<file path="config.mk">
export PLATFORM = sky130hd
export DESIGN_NAME = branch_resolve_unit_flat
export DESIGN_NICKNAME = d
export VERILOG_FILES = /design/src/rtl/branch_resolve_unit_if.sv /design/src/rtl/branch_resolve_unit.sv /design/src/flat_wrapper.sv
export SDC_FILE = /design/constraint.sdc
export NUM_CORES = 1
export LEC_CHECK = 0
export BUFFER_PORTS_ARGS = -buffer_cell sky130_fd_sc_hd__buf_2
export CAP_MARGIN = 20
export CORE_MARGIN = 4
export CORE_UTILIZATION = 40
export DETAILED_ROUTE_END_ITERATION = 12
export GPL_TIMING_DRIVEN = 0
export PLACE_DENSITY_LB_ADDON = 0.3
export SLEW_MARGIN = 20
export SYNTH_ARGS = -nofsm -noshare
export SYNTH_HDL_FRONTEND = slang
export SYNTH_SLANG_ARGS = --single-unit
export TNS_END_PERCENT = 20
</file>
<file path="constraint.sdc">
create_clock -name clk -period 10.6 [get_ports clk]
set_clock_uncertainty 0.05 [all_clocks]
set_input_delay 2.12 -clock clk [delete_from_list [all_inputs] [get_ports clk]]
set_output_delay 2.12 -clock clk [all_outputs]
set_load 0.01 [all_outputs]
</file>
<file path="src/rtl/branch_resolve_unit_if.sv">
// Execute-stage request and registered result bundle for the branch resolve unit.
// The execute stage is the master; the resolve unit is the slave.
interface branch_resolve_unit_if #(
  parameter int XLEN = 64
);
  logic            in_valid;
  logic            in_branch;
  logic            in_jal;
  logic            in_jalr;
  logic [2:0]      in_funct3;
  logic [XLEN-1:0] in_pc;
  logic [XLEN-1:0] in_rs1;
  logic [XLEN-1:0] in_rs2;
  logic [XLEN-1:0] in_imm;
  logic            in_pred_taken;
  logic            flush;

  logic            res_valid;
  logic            res_taken;
  logic [XLEN-1:0] res_target;
  logic [XLEN-1:0] res_link;
  logic            res_mispredict;
  logic            res_misaligned;
  logic            res_illegal;

  modport master (
    output in_valid, in_branch, in_jal, in_jalr, in_funct3, in_pc,
           in_rs1, in_rs2, in_imm, in_pred_taken, flush,
    input  res_valid, res_taken, res_target, res_link, res_mispredict,
           res_misaligned, res_illegal
  );

  modport slave (
    input  in_valid, in_branch, in_jal, in_jalr, in_funct3, in_pc,
           in_rs1, in_rs2, in_imm, in_pred_taken, flush,
    output res_valid, res_taken, res_target, res_link, res_mispredict,
           res_misaligned, res_illegal
  );
endinterface

</file>
<file path="src/rtl/branch_resolve_unit.sv">
// Resolves RV64I conditional branches and JAL/JALR with one-cycle latency, owns the
// 2-bit branch-history table used by fetch, and keeps saturating statistics.
module branch_resolve_unit #(
  parameter int XLEN  = 64,
  parameter int DEPTH = 64,
  parameter int IDX_W = $clog2(DEPTH),
  parameter int CNT_W = 32
) (
  input  logic                 clk,
  input  logic                 rst_n,
  input  logic [XLEN-1:0]      lk_pc,
  output logic                 lk_pred_taken,
  branch_resolve_unit_if.slave bus,
  output logic [CNT_W-1:0]     stat_branches,
  output logic [CNT_W-1:0]     stat_mispredicts
);

  logic [1:0]       hist [DEPTH];
  logic [IDX_W-1:0] lk_idx;
  logic [IDX_W-1:0] up_idx;
  logic             accept;
  logic             illegal;
  logic             legal_branch;
  logic             cond;
  logic             taken;
  logic             mispredict;
  logic             counted;
  logic [XLEN-1:0]  jalr_sum;
  logic [XLEN-1:0]  target;
  logic             unused_pc_bits;

  assign lk_idx = lk_pc[IDX_W+1:2];
  assign up_idx = bus.in_pc[IDX_W+1:2];
  assign unused_pc_bits = ^{lk_pc[XLEN-1:IDX_W+2], lk_pc[1:0],
                            bus.in_pc[XLEN-1:IDX_W+2], bus.in_pc[1:0]};

  // Reads the table before this cycle's update lands, so a same-index collision
  // naturally returns the pre-update counter.
  assign lk_pred_taken = hist[lk_idx][1];

  assign accept       = bus.in_valid & ~bus.flush;
  assign illegal      = bus.in_branch & (bus.in_funct3[2:1] == 2'b01);
  assign legal_branch = bus.in_branch & ~illegal;

  // NOTE: every always_comb output gets a default first so no path leaves it
  // unassigned, which would otherwise infer a latch.
  always_comb begin
    cond = 1'b0;
    case (bus.in_funct3)
      3'b000:  cond = (bus.in_rs1 == bus.in_rs2);
      3'b001:  cond = (bus.in_rs1 != bus.in_rs2);
      3'b100:  cond = ($signed(bus.in_rs1) <  $signed(bus.in_rs2));
      3'b101:  cond = ($signed(bus.in_rs1) >= $signed(bus.in_rs2));
      3'b110:  cond = (bus.in_rs1 <  bus.in_rs2);
      3'b111:  cond = (bus.in_rs1 >= bus.in_rs2);
      default: cond = 1'b0;
    endcase
  end

  assign taken    = bus.in_jal | bus.in_jalr | (legal_branch & cond);
  assign jalr_sum = bus.in_rs1 + bus.in_imm;
  assign target   = bus.in_jalr ? {jalr_sum[XLEN-1:1], 1'b0} : (bus.in_pc + bus.in_imm);

  // A request with no control-transfer type is never a misprediction.
  assign mispredict = (bus.in_branch | bus.in_jal | bus.in_jalr) & (taken ^ bus.in_pred_taken);

  // Illegal encodings still flag a misprediction but touch neither statistic.
  assign counted = accept & (legal_branch | bus.in_jal | bus.in_jalr);

  // NOTE: sequential state is updated only with non-blocking assignments so all
  // registers see the pre-edge values regardless of statement order.
  always_ff @(posedge clk) begin
    if (!rst_n) begin
      bus.res_valid      <= 1'b0;
      bus.res_taken      <= 1'b0;
      bus.res_target     <= '0;
      bus.res_link       <= '0;
      bus.res_mispredict <= 1'b0;
      bus.res_misaligned <= 1'b0;
      bus.res_illegal    <= 1'b0;
      stat_branches      <= '0;
      stat_mispredicts   <= '0;
    end else begin
      bus.res_valid <= accept;
      if (accept) begin
        bus.res_taken      <= taken;
        bus.res_target     <= target;
        bus.res_link       <= bus.in_pc + XLEN'(4);
        bus.res_mispredict <= mispredict;
        bus.res_misaligned <= taken & target[1];
        bus.res_illegal    <= illegal;
      end
      if (counted && stat_branches != '1)
        stat_branches <= stat_branches + CNT_W'(1);
      if (counted && mispredict && stat_mispredicts != '1)
        stat_mispredicts <= stat_mispredicts + CNT_W'(1);
    end
  end

  // NOTE: the history table is deliberately reset entry-by-entry (weakly
  // not-taken), so it must be built from flops rather than a RAM macro.
  always_ff @(posedge clk) begin
    if (!rst_n) begin
      for (int i = 0; i < DEPTH; i++) hist[i] <= 2'b01;
    end else if (accept && legal_branch) begin
      if (cond && hist[up_idx] != 2'b11)
        hist[up_idx] <= hist[up_idx] + 2'd1;
      else if (!cond && hist[up_idx] != 2'b00)
        hist[up_idx] <= hist[up_idx] - 2'd1;
    end
  end

endmodule

</file>
<file path="src/flat_wrapper.sv">
// flat-port wrapper written by rule: the top's interface ports become plain ports
module branch_resolve_unit_flat 
#(
  parameter int XLEN  = 64,
  parameter int DEPTH = 64,
  parameter int IDX_W = $clog2(DEPTH),
  parameter int CNT_W = 32
)
  (clk, rst_n, lk_pc, lk_pred_taken, stat_branches, stat_mispredicts, bus_in_valid, bus_in_branch, bus_in_jal, bus_in_jalr, bus_in_funct3, bus_in_pc, bus_in_rs1, bus_in_rs2, bus_in_imm, bus_in_pred_taken, bus_flush, bus_res_valid, bus_res_taken, bus_res_target, bus_res_link, bus_res_mispredict, bus_res_misaligned, bus_res_illegal);
  branch_resolve_unit_if #(.XLEN(XLEN)) bus_i ();
  input  logic clk;
  input  logic rst_n;
  input  logic [XLEN-1:0] lk_pc;
  output logic lk_pred_taken;
  output logic [CNT_W-1:0] stat_branches;
  output logic [CNT_W-1:0] stat_mispredicts;
  input wire logic [$bits(bus_i.in_valid)-1:0] bus_in_valid;
  input wire logic [$bits(bus_i.in_branch)-1:0] bus_in_branch;
  input wire logic [$bits(bus_i.in_jal)-1:0] bus_in_jal;
  input wire logic [$bits(bus_i.in_jalr)-1:0] bus_in_jalr;
  input wire logic [$bits(bus_i.in_funct3)-1:0] bus_in_funct3;
  input wire logic [$bits(bus_i.in_pc)-1:0] bus_in_pc;
  input wire logic [$bits(bus_i.in_rs1)-1:0] bus_in_rs1;
  input wire logic [$bits(bus_i.in_rs2)-1:0] bus_in_rs2;
  input wire logic [$bits(bus_i.in_imm)-1:0] bus_in_imm;
  input wire logic [$bits(bus_i.in_pred_taken)-1:0] bus_in_pred_taken;
  input wire logic [$bits(bus_i.flush)-1:0] bus_flush;
  output wire logic [$bits(bus_i.res_valid)-1:0] bus_res_valid;
  output wire logic [$bits(bus_i.res_taken)-1:0] bus_res_taken;
  output wire logic [$bits(bus_i.res_target)-1:0] bus_res_target;
  output wire logic [$bits(bus_i.res_link)-1:0] bus_res_link;
  output wire logic [$bits(bus_i.res_mispredict)-1:0] bus_res_mispredict;
  output wire logic [$bits(bus_i.res_misaligned)-1:0] bus_res_misaligned;
  output wire logic [$bits(bus_i.res_illegal)-1:0] bus_res_illegal;
  assign bus_i.in_valid = bus_in_valid;
  assign bus_i.in_branch = bus_in_branch;
  assign bus_i.in_jal = bus_in_jal;
  assign bus_i.in_jalr = bus_in_jalr;
  assign bus_i.in_funct3 = bus_in_funct3;
  assign bus_i.in_pc = bus_in_pc;
  assign bus_i.in_rs1 = bus_in_rs1;
  assign bus_i.in_rs2 = bus_in_rs2;
  assign bus_i.in_imm = bus_in_imm;
  assign bus_i.in_pred_taken = bus_in_pred_taken;
  assign bus_i.flush = bus_flush;
  assign bus_res_valid = bus_i.res_valid;
  assign bus_res_taken = bus_i.res_taken;
  assign bus_res_target = bus_i.res_target;
  assign bus_res_link = bus_i.res_link;
  assign bus_res_mispredict = bus_i.res_mispredict;
  assign bus_res_misaligned = bus_i.res_misaligned;
  assign bus_res_illegal = bus_i.res_illegal;
  branch_resolve_unit #(.XLEN(XLEN), .DEPTH(DEPTH), .IDX_W(IDX_W), .CNT_W(CNT_W)) u_core (.clk(clk), .rst_n(rst_n), .lk_pc(lk_pc), .lk_pred_taken(lk_pred_taken), .bus(bus_i), .stat_branches(stat_branches), .stat_mispredicts(stat_mispredicts));
endmodule
</file>
Word level (Yosys, flattened, before mapping):

Memory sizes are Yosys's and may differ from the RTL's.
Cells that the tools add are included.

* equal/unequal tests: 11
* bitwise operators: 17
* add/subtract/negate cells: 7
* $lt $le $gt $ge: 4
* reductions and logical operators: 10
* mux-type cells: 16

Operators with widths (count)
* $add 64x64->64: 2
* $ge 64x64->1: 2
* $lt 64x64->1: 2
* $add 32x1->32 const B: 2
* $add 64x3->64 const B: 1
* $eq 64x64->1: 1
* $mux 64: 1
* $ne 32x32->1 const B: 2
* $ne 64x64->1: 1
* $eq 3x3->1 const B: 4
* $mux 1: 11
* $and 1x1->1: 7
* $or 1x1->1: 7
* $logic_and 1x1->1: 6
* $mux 6: 1
* $pmux 1 s6: 1
* $mux 2: 2
* $eq 3x1->1 const B: 1
* $logic_not 3->1: 1
* $add 2x1->2 const B: 1
* $eq 2x1->1 const B: 1
* $ne 2x2->1 const B: 1
* $not 1->1: 2
* $reduce_bool 2->1: 1
* 4 further kinds: 4

* memory bits (writable): 128
* logic and storage cells: 75
* flip-flop bits (word level): 197
* output and inout port bits: 198
* memories kept: 1
* input port bits: 331

Memory list
* u_core.hist: depth 64, width 2, rd ports 2, clocked after memory_dff 0, wr ports 64, RTL line branch_resolve_unit.sv:18 `logic [1:0] hist [DEPTH];`

Logic depth before layout (Yosys ltp):

* depth in word-level cells: 12
* gate-level depth with buffers: 16
* depth with buffers taken out: 15

Worst setup path after synthesis:

Ideal clock, no wire load.

* kind: input-to-output
* start point: input port lk_pc[2]
* end point: output port lk_pred_taken
* stages on the path: 5
* slack: 3870 ps
* data required time: 8430 ps
* arrival: 4560 ps
* path buffers: 2
* path through: clkbuf_1 buf_1 mux4_2 mux4_2 mux4_2

* longest elaborated chain between the ends: 1

Ends and longest elaborated chain
* start: declaration: RTL line flat_wrapper.sv:13 `input logic [XLEN-1:0] lk_pc;`
* $mem_v2 64x2
* end: declaration: RTL line flat_wrapper.sv:14 `output logic lk_pred_taken;`

No other way between the ends.

Worst setup path in the final report:

Ends and elaborated chain as after synthesis.

==> reports/metrics.yaml <==
status: "complete, no violations"
hp-class: "register to register"
dr.pass1.iters: 6
start_util_pct: 40.8
rows: 89
postCtsSetupBuffers: 0
numCtsBuffers: 40
final_max_slew_viol_count: 0
routed_via_density: 6.02
cts_buffer_depth: 3
synth_top_area_cell: "dfxtp_1"
crit_arrival_ps: 4980
detail-route-antenna-nets: 0
stdcell_area_sq_um: 28900
ir_drop_mv: 0.109
overflow: 0
h-tree-depth: 2
hold_end: "u_core.bus.res_target[7]$_SDFFE_PN0P_"
power_mw: 3.78
syn-num-nets: 3467
postLayoutCoreUtil_pct: 48.6
ctsResizeCount: 0
post_drt_wl_per_cell_um: 24.8
max_slew_margin_pct: 20.5
ys_async_sr_fraction_pct: 0
syn-cell-area_sq_um: 24200
die_w_um: 254
maxCapViolCount: 0
first_global_vias: 24500
port_buffers: 467
rsz0062_at_grt: "false"
vias: 25700
fin_nets: 3977
critPathLaunchType: "input port"
grt_max_degree: 14
cp.required_ps: 8430
ys_types: 84
core_sq_um: 59500
clk_pin_slew_worst_paths_ps: 60
post-route-min-period_ps: 7150
finalHoldViolations: 0
drive_gt1_share_pct: 17.5
multi_input_area_sq_um: 15400
root_buffer: "clkbuf_16"
die_h_um: 254
cts_tree: "built"
synth_seq_area_share_pct: 32.1
grt_pass1_wl_mm: 153
antenna_found_initial: 15
holdBufCountCts: 0
syn-instance-count: 2942
nFillCells: 6039
cts_sinks: 325
clock.fmax_mhz: 140
power_density_nw_per_um2: 131
timing.final.crit_share_pct: 67.4
die-area_sq_um: 64600
fin_tns_setup_ps: 0
synth_ff_type: "dfxtp_1"
crit_type: "input port to primary output"
avgSynthCellArea_sq_um: 8.24
areaGrowthSynthToFinish_pct: 19.3
drt_iter0_markers: 2764
reg2reg_depth: 10
io_pins: 529
p_leak_nw: 12.1
tightest_slew_ps: 1190
hold_depth: 2
synth_top_area_share_pct: 16.3
yosys_warnings: 0
track_usage_pct: 31.3
worstHoldStart: "u_core.bus.res_target[7]$_SDFFE_PN0P_"
hpwlAfterDp_mm: 83.4
synth_edf_count: 128
gp_congestion: 1.01
endpoint_kind: "primary output"
crit_fanout: 10
r2r_slack_ps: 6380
post-route-drc-count: 0
r2r_end: "u_core.hist[8][0]$_SDFFCE_PN1P_"
routed_wl_mm: 106
reg2reg_from: "u_core.hist[6][1]$_SDFFCE_PN0P_"
synth.top_cells.by_area: "dfxtp_1 16%, edfxtp_1 16%, ha_1 9.9%"
setup_viol: 0
ff_latch_area_sq_um: 7790
ys_ff_latch: 325
place_area_sq_um: 27600
clock_latency_ps: 600
[where the power goes]
part | switching [mW] | total [mW] | internal, mW
clock network | 0.607 | 1.42 | 0.815
registers | 0.0269 | 1.37 | 1.34
logic | 0.627 | 0.987 | 0.361
[layer usage]
layer  share of wire (%)  vias up  wire length (um)  global-route usage (%)
met1                  40    12100             41900                    39.5
met4                 4.9       16              5230                    12.9
met2                  44     1444             46200                    49.8
met3                  12      272             12400                    10.3
li1                    -    11900                 -                       -
met5                0.11        -               112                       0
[stage by stage]
stage | std cells | hold slack [ps] | worst slack, ps
3_5_place_dp | 4183 | 395 | 3080
5_1_grt | 4256 | 426 | 3290
3_3_place_gp | 4182 | 388 | 3080
6_report | 4264 | 403 | 3450
4_1_cts | 4255 | 403 | 3080
2_1_floorplan | 2942 | 426 | 3870
[cells in the mapped netlist, types with 29 or more instances]
cell type	n
dfxtp_1	197
nand4_1	73
ha_1	192
edfxtp_1	128
clkbuf_1	138
a31oi_1	35
o21ai_0	226
a211oi_1	68
nor2_1	283
and2_1	29
nand2_1	300
a21oi_1	238
nor3_1	42
a21o_1	98
and3_1	48
xor2_1	101
nand3_1	84
nand2b_1	32
xnor2_1	92
inv_1	105
a22oi_1	35
or3_1	31
[worst max path at each step]
| stage | start | to | slack (ps) | cells after the start |
|---|---|---|---|---|
| floorplan | lk_pc[2] | lk_pred_taken | 3870 | 5 |
| global placement | lk_pc[2] | lk_pred_taken | 3080 | 6 |
| detailed placement | lk_pc[2] | lk_pred_taken | 3080 | 6 |
| CTS | lk_pc[2] | lk_pred_taken | 3080 | 6 |
| global route | lk_pc[2] | lk_pred_taken | 3290 | 6 |
| finish | lk_pc[2] | lk_pred_taken | 3450 | 6 |
[cell families after synthesis]
| family | count (synthesis) | synth area share (%) |
|---|---|---|
| simple gates | 1011 | 19.8 |
| compound gates | 897 | 23.7 |
| flops | 325 | 32.1 |
| buf+inv | 281 | 4.50 |
| fa+ha+maj | 194 | 10.1 |
| xor+xnor | 193 | 6.98 |
| mux | 41 | 2.79 |
[registers in the layout, summed over array words and instances, names as in the netlist]
register                   count
u_core.stat_branches          32
u_core.bus.res_mispredict      1
u_core.bus.res_misaligned      1
u_core.hist                  128
u_core.bus.res_target         64
u_core.bus.res_valid           1
u_core.bus.res_link           64
u_core.bus.res_taken           1
u_core.bus.res_illegal         1
u_core.stat_mispredicts       32
[layout by cell type, fill, tap and decap left out, types with 105 or more instances in the layout]
cell      count
buf_2       483
nand2_1     300
nor2_1      283
a21oi_1     238
o21ai_0     226
dfxtp_1     197
ha_1        192
clkbuf_1    145
edfxtp_1    128
inv_1       105
[layout make-up]
| cell class | instances | share of cell area (%) |
|---|---|---|
| clock buffers | 52 | 3.83 |
| inverters | 106 | 1.38 |
| plain buffers | 175 | 2.40 |
| multi-input cells | 2336 | 53.2 |
| diodes | 9 | 0.0779 |
| flip-flops and latches | 325 | 26.9 |
| well taps | 773 | 3.34 |
| repair buffers | 468 | 8.11 |
| clock inverters | 20 | 0.757 |
[worst max-delay path, stage by stage]
cell and delay, ps:
clkbuf_1 520, clkbuf_2 550, mux4_2 610, mux4_2 540
mux4_2 480, buf_2 150
(Power assumes the default switching activity.)
